--- src/rtl/inst_packer.sv ---
// Packs decoded instruction fields into PE instruction words and streams them out
// through a small FIFO with sequential write addresses. Optional macro: INST_PACKER_CANON_EN.
module inst_packer #(
  parameter int fnLen          = 3,
  parameter int nameLen        = 3,
  parameter int indexLen       = 8,
  parameter int weightAddrLen  = 5,
  parameter int interimAddrLen = 2,
  parameter int peBusIndexLen  = 4,
  parameter int gbBusIndexLen  = 4,
  parameter int memAddrLen     = 8,
  parameter int fifoDepth      = 4,
  parameter int instLen        = fnLen + 2*(indexLen+nameLen) + 1 + interimAddrLen + 1
                                 + weightAddrLen + 1 + 1 + peBusIndexLen + gbBusIndexLen
) (
  input  logic                       clk,
  input  logic                       reset,
  input  logic                       start,
  input  logic [memAddrLen-1:0]      base_addr,
  input  logic [memAddrLen:0]        num_inst,
  input  logic                       fld_valid,
  output logic                       fld_ready,
  input  logic [fnLen-1:0]           fn,
  input  logic [nameLen-1:0]         src0Name,
  input  logic [nameLen-1:0]         src1Name,
  input  logic [indexLen-1:0]        src0Index,
  input  logic [indexLen-1:0]        src1Index,
  input  logic                       dest_interim_wrt,
  input  logic [interimAddrLen-1:0]  dest_interim_Index,
  input  logic                       dest_weight_wrt,
  input  logic [weightAddrLen-1:0]   dest_weight_Index,
  input  logic                       dest_pu_neigh_wrt,
  input  logic                       dest_pe_neigh_wrt,
  input  logic                       dest_pe_bus_wrt,
  input  logic [peBusIndexLen-2:0]   dest_pe_bus_Index,
  input  logic                       dest_gb_bus_wrt,
  input  logic [gbBusIndexLen-2:0]   dest_gb_bus_Index,
  output logic                       inst_valid,
  input  logic                       inst_ready,
  output logic [instLen-1:0]         inst_word,
  output logic [memAddrLen-1:0]      inst_addr,
  output logic                       busy,
  output logic                       done
);
  localparam int AW = $clog2(fifoDepth);
  localparam logic [1:0] S_IDLE  = 2'd0;
  localparam logic [1:0] S_LOAD  = 2'd1;
  localparam logic [1:0] S_DRAIN = 2'd2;
  localparam logic [1:0] S_DONE  = 2'd3;
  localparam logic [memAddrLen:0]   CNT_ONE  = 1;
  localparam logic [memAddrLen-1:0] ADDR_ONE = 1;
  localparam logic [AW:0]           PTR_ONE  = 1;

  logic [1:0]            state;
  logic [memAddrLen:0]   num_q, acc_cnt, sent_cnt;
  logic [memAddrLen-1:0] addr_q;
  logic [AW:0]           wr_ptr, rd_ptr;
  logic [instLen-1:0]    mem [fifoDepth];
  logic                  empty, full, push, pop;
  logic [instLen-1:0]    packed_word;

  logic [interimAddrLen-1:0] ii;
  logic [weightAddrLen-1:0]  wi;
  logic [peBusIndexLen-2:0]  pbi;
  logic [gbBusIndexLen-2:0]  gbi;

`ifdef INST_PACKER_CANON_EN
  // Unused dest indices are zeroed so equivalent operations encode identically.
  assign ii  = dest_interim_wrt ? dest_interim_Index : '0;
  assign wi  = dest_weight_wrt  ? dest_weight_Index  : '0;
  assign pbi = dest_pe_bus_wrt  ? dest_pe_bus_Index  : '0;
  assign gbi = dest_gb_bus_wrt  ? dest_gb_bus_Index  : '0;
`else
  assign ii  = dest_interim_Index;
  assign wi  = dest_weight_Index;
  assign pbi = dest_pe_bus_Index;
  assign gbi = dest_gb_bus_Index;
`endif

  assign packed_word = {fn, src0Name, src0Index, src1Name, src1Index,
                        dest_interim_wrt, ii, dest_weight_wrt, wi,
                        dest_pu_neigh_wrt, dest_pe_neigh_wrt,
                        dest_pe_bus_wrt, pbi, dest_gb_bus_wrt, gbi};

  assign empty = (wr_ptr == rd_ptr);
  assign full  = (wr_ptr[AW] != rd_ptr[AW]) && (wr_ptr[AW-1:0] == rd_ptr[AW-1:0]);

  // full comes from registered pointers, so a same-cycle pop never enables a push
  assign fld_ready  = (state == S_LOAD) && !full && (acc_cnt < num_q);
  assign push       = fld_valid && fld_ready;
  assign inst_valid = !empty;
  assign pop        = inst_valid && inst_ready;
  assign inst_word  = empty ? '0 : mem[rd_ptr[AW-1:0]];
  assign inst_addr  = addr_q;
  assign busy       = (state != S_IDLE);
  assign done       = (state == S_DONE);

  always_ff @(posedge clk) begin
    if (push) mem[wr_ptr[AW-1:0]] <= packed_word;
  end

  always_ff @(posedge clk) begin
    if (reset) begin
      state    <= S_IDLE;
      num_q    <= '0;
      acc_cnt  <= '0;
      sent_cnt <= '0;
      addr_q   <= '0;
      wr_ptr   <= '0;
      rd_ptr   <= '0;
    end else begin
      if (push) begin
        wr_ptr  <= wr_ptr + PTR_ONE;
        acc_cnt <= acc_cnt + CNT_ONE;
      end
      if (pop) begin
        rd_ptr   <= rd_ptr + PTR_ONE;
        sent_cnt <= sent_cnt + CNT_ONE;
        addr_q   <= addr_q + ADDR_ONE;
      end
      case (state)
        S_IDLE: if (start) begin
          num_q    <= num_inst;
          addr_q   <= base_addr;
          acc_cnt  <= '0;
          sent_cnt <= '0;
          state    <= S_LOAD;
        end
        S_LOAD:  if (acc_cnt == num_q) state <= S_DRAIN;
        S_DRAIN: if (empty && (sent_cnt == num_q)) state <= S_DONE;
        default: state <= S_IDLE;
      endcase
    end
  end
endmodule

--- config.mk ---
export PLATFORM = sky130hd
export DESIGN_NAME = inst_packer
export DESIGN_NICKNAME = d
export VERILOG_FILES = /design/src/rtl/inst_packer.sv
export SDC_FILE = /design/constraint.sdc
export NUM_CORES = 1
export LEC_CHECK = 0
export BUFFER_PORTS_ARGS = -buffer_cell sky130_fd_sc_hd__buf_2
export CAP_MARGIN = 20
export CORE_MARGIN = 10
export CORE_UTILIZATION = 40
export CTS_CLUSTER_SIZE = 25
export DETAILED_ROUTE_END_ITERATION = 16
export GPL_TIMING_DRIVEN = 0
export MAX_ROUTING_LAYER = met4
export PLACE_DENSITY = 0.66
export RECOVER_POWER = 100
export SYNTH_ARGS = -nofsm -noshare
export SYNTH_HDL_FRONTEND = slang
export SYNTH_SLANG_ARGS = --single-unit
--- constraint.sdc ---
create_clock -name clk -period 3.5 [get_ports clk]
set_input_delay 0.525 -clock clk [delete_from_list [all_inputs] [get_ports clk]]
set_output_delay 0.525 -clock clk [all_outputs]
set_load 0.01 [all_outputs]
==> results_dict.tcl <==
set metrics [dict create \
    worstHoldPathType "in2reg" \
    first_pass_iters 4 \
    relSlewSlack 0.471 \
    hp-start "num_inst[1]" \
    synth_nets 663 \
    fin_crit_sh 0.914 \
    fp.dieW_um 171 \
    fin_skew_ns 0.00898 \
    drv_slew 0 \
    crit_start "wr_ptr[1]" \
    synthAdderAreaFrac 0.0303 \
    drc 0 \
    die_h_um 171 \
    synth_edf_count 176 \
    synthCells 575 \
    cts.sinks 221 \
    grtUsageTotal 0.130 \
    first_iter_violations 286 \
    pin_count 122 \
    period_needed_ns 3.20 \
    synthMuxAreaShare 0.109 \
    peakVddDrop_mv 0.315 \
    clockRootBuffer "clkbuf_16" \
    gr-total-overflow 0 \
    drt_wl_total_um 18500 \
    worst-endpoint-required_ns 2.97 \
    power.total_w 0.00693 \
    area_delta_synth_final_pct 18.8 \
    synth-seq-cells 221 \
    ys_types 42 \
    setup-violations-final 0 \
    post_synth_and_or_nand_nor_area_fraction 0.0945 \
    postSynthAreaPerCell_um2 15.8 \
    arrival_ns 2.67 \
    yosysWarnings 0 \
    die_area_um2 29100 \
    rsz0062_at_grt "false" \
    synthArstFlopShare 0 \
    fillers 1975 \
    synth_top_family_by_area "multiplexers" \
    synth_flop_cell "edfxtp_1" \
    dp_hpwl_um 12600 \
    max_freq_mhz 313 \
    place_congestion 0.781 \
    rows 55 \
    grt_pass1_vias 5495 \
    cts_tree "yes" \
    start_util 0.404 \
    htreeDepth 1 \
    run_status "finished, final reports clean" \
    worstMarginPinSlew_ns 0.786 \
    layout-drive-gt1-share 0.196 \
    path_clk_slew_ns 0.06 \
    cp_max_fo 10 \
    path_class "reg2out" \
    clock_latency_ns 0.50 \
    antenna_found_initial 2 \
    p_leak_nw 3.61 \
    grt_first_pass_wirelength_um 29400 \
    ant_nets 0 \
    coreArea_um2 22500 \
    maxCapViolCount 0 \
    final_hold_viol_count 0 \
    nNetsFinal 814 \
    port_buffers 121 \
    grt_max_degree 31 \
    yosys.area_share.xor_xnor 0.0309 \
    ctsLongestPathBuffers 3 \
    rr_startpoint "num_q[2]" \
    via_per_inst 5.02 \
    cp-end-kind "primary output" \
    startpoint_type "register" \
    wl_per_cell_um 18.0 \
    synth_compound_area_frac 0.0357 \
    p_per_area_nw_per_um2 643 \
    seq_area_frac_synth 0.681 \
    syn_area_um2 9080 \
    fin_util 0.479 \
    numCtsBuffers 24 \
    placedCellCount 985 \
    final_cell_count_no_fill 1031 \
    vias 5171 \
]
==> layer usage <==
layer  part of all wire  vias up  global-route usage  wire length [um]
li1                   -     2474                   -                 -
met1               0.45     2538               0.167              8410
met2               0.47      138               0.207              8690
met3              0.066       21              0.0304              1220
met4              0.012        0              0.0248               214
met5                  0        -                   -                 0
==> power by group <==
part           total [W]  leakage, nW  switching (W)  internal, W
combinational    0.00142         1.27       0.000818     0.000600
sequential       0.00309         1.95      0.0000927      0.00299
clock            0.00243        0.391       0.000986      0.00144
==> kinds of logic after synthesis <==
group	after synthesis
flops	221
mux	44
compound gates	50
simple gates	165
fa+ha+maj	22
xor+xnor	32
buf+inv	41
==> worst paths after layout <==
check / slack (ns) / cells after the start / end
worst max-delay path: 0.30 / 6 / inst_word[13]
worst min-delay path: 0.26 / 3 / num_q[1]
worst max register to register: 0.31 / 8 / mem[1][35]
worst min register to register: 0.49 / 2 / num_q[5]
==> Yosys cell counts (2+ instances only) <==
library cell / n / area (um2)
nand3_1: 10 / 50.1
nor3_1: 6 / 30.0
xor2_1: 8 / 70.1
a21oi_1: 22 / 110
buf_2: 6 / 30.0
or3_1: 3 / 18.8
nand4_1: 5 / 31.3
nand2b_1: 2 / 12.5
ha_1: 22 / 275
buf_1: 3 / 11.3
edfxtp_1: 176 / 5290
and2_1: 50 / 313
or4_1: 3 / 22.5
and3_1: 2 / 12.5
nand2_1: 45 / 169
o41ai_1: 2 / 17.5
o31ai_1: 3 / 22.5
clkbuf_1: 15 / 56.3
a211oi_1: 8 / 60.1
dfxtp_1: 45 / 901
mux4_2: 44 / 991
inv_1: 15 / 56.3
nand3b_1: 3 / 22.5
xnor2_1: 24 / 210
nor2_1: 29 / 109
o311ai_0: 2 / 17.5
nor4_1: 2 / 12.5
o21ai_0: 5 / 25.0
a31o_2: 2 / 17.5
==> critical path: stages, from the launching register on <==
cell      delay, ns
dfxtp_1        0.42
xor2_1         0.42
nor3_4         0.13
inv_1          0.34
clkbuf_1       0.44
and2_1         0.20
clkbuf_1       0.23
==> per-stage QoR <==
stage / hold WS, ns / setup WS (ns) / area (um2) / TNS [ns]
after floorplan: 0.462 / 0.330 / 9080 / 0
after global placement: 0.482 / -0.959 / 10000 / -156.02
after detailed placement: 0.491 / 0.0555 / 10100 / 0
after CTS: 0.217 / 0.0421 / 10900 / 0
after global routing: 0.254 / 0.0405 / 10800 / 0
final: 0.261 / 0.301 / 10800 / 0
==> layout make-up <==
cell class | instances | area [um2] | share of cell area
Sequential cell | 221 | 6190 | 0.573
Multi-Input combinational cell | 313 | 2730 | 0.253
Clock buffer | 31 | 679 | 0.0630
Timing Repair Buffer | 125 | 578 | 0.0536
Tap cell | 285 | 357 | 0.0331
Buffer | 25 | 100 | 0.00928
Clock inverter | 13 | 91.3 | 0.00847
Inverter | 16 | 60.1 | 0.00557
Antenna cell | 2 | 5.00 | 0.000464
==> cells in the final DEF (no fill, tap or decap), types with 3 or more instances in the layout <==
cell,synthesis,final
o21ai_0,5,5
xnor2_1,24,24
and2_1,50,25
buf_2,6,48
a21oi_1,22,22
o31ai_1,3,3
clkbuf_2,0,4
nand4_1,5,5
inv_1,15,16
nand3_1,10,10
or3_1,3,3
clkbuf_8,0,3
nor2_1,29,29
ha_1,22,22
nand3b_1,3,3
dfxtp_1,45,45
nor3_1,6,6
clkbuf_1,15,94
or4_1,3,3
clkinv_1,0,3
mux4_2,44,44
xor2_1,8,8
and2_0,0,21
edfxtp_1,176,176
a211oi_1,8,8
clkinv_2,0,7
buf_1,3,3
clkbuf_16,0,25
nand2_1,45,45
==> flip-flops by register name, summed over array words and instances (netlist names), named ones only <==
register / count
mem: 176
acc_cnt: 9
num_q: 9
sent_cnt: 9
inst_addr: 8
rd_ptr: 3
wr_ptr: 3
state: 2
==> repair_timing <==
action / CTS / global route
buffers inserted: 0 / 0
gates resized for setup: 0 / 2
setup endpoints to repair: 0 / 36
hold buffers: 0 / 0
Note: power is estimated with default switching activity, not from simulation.
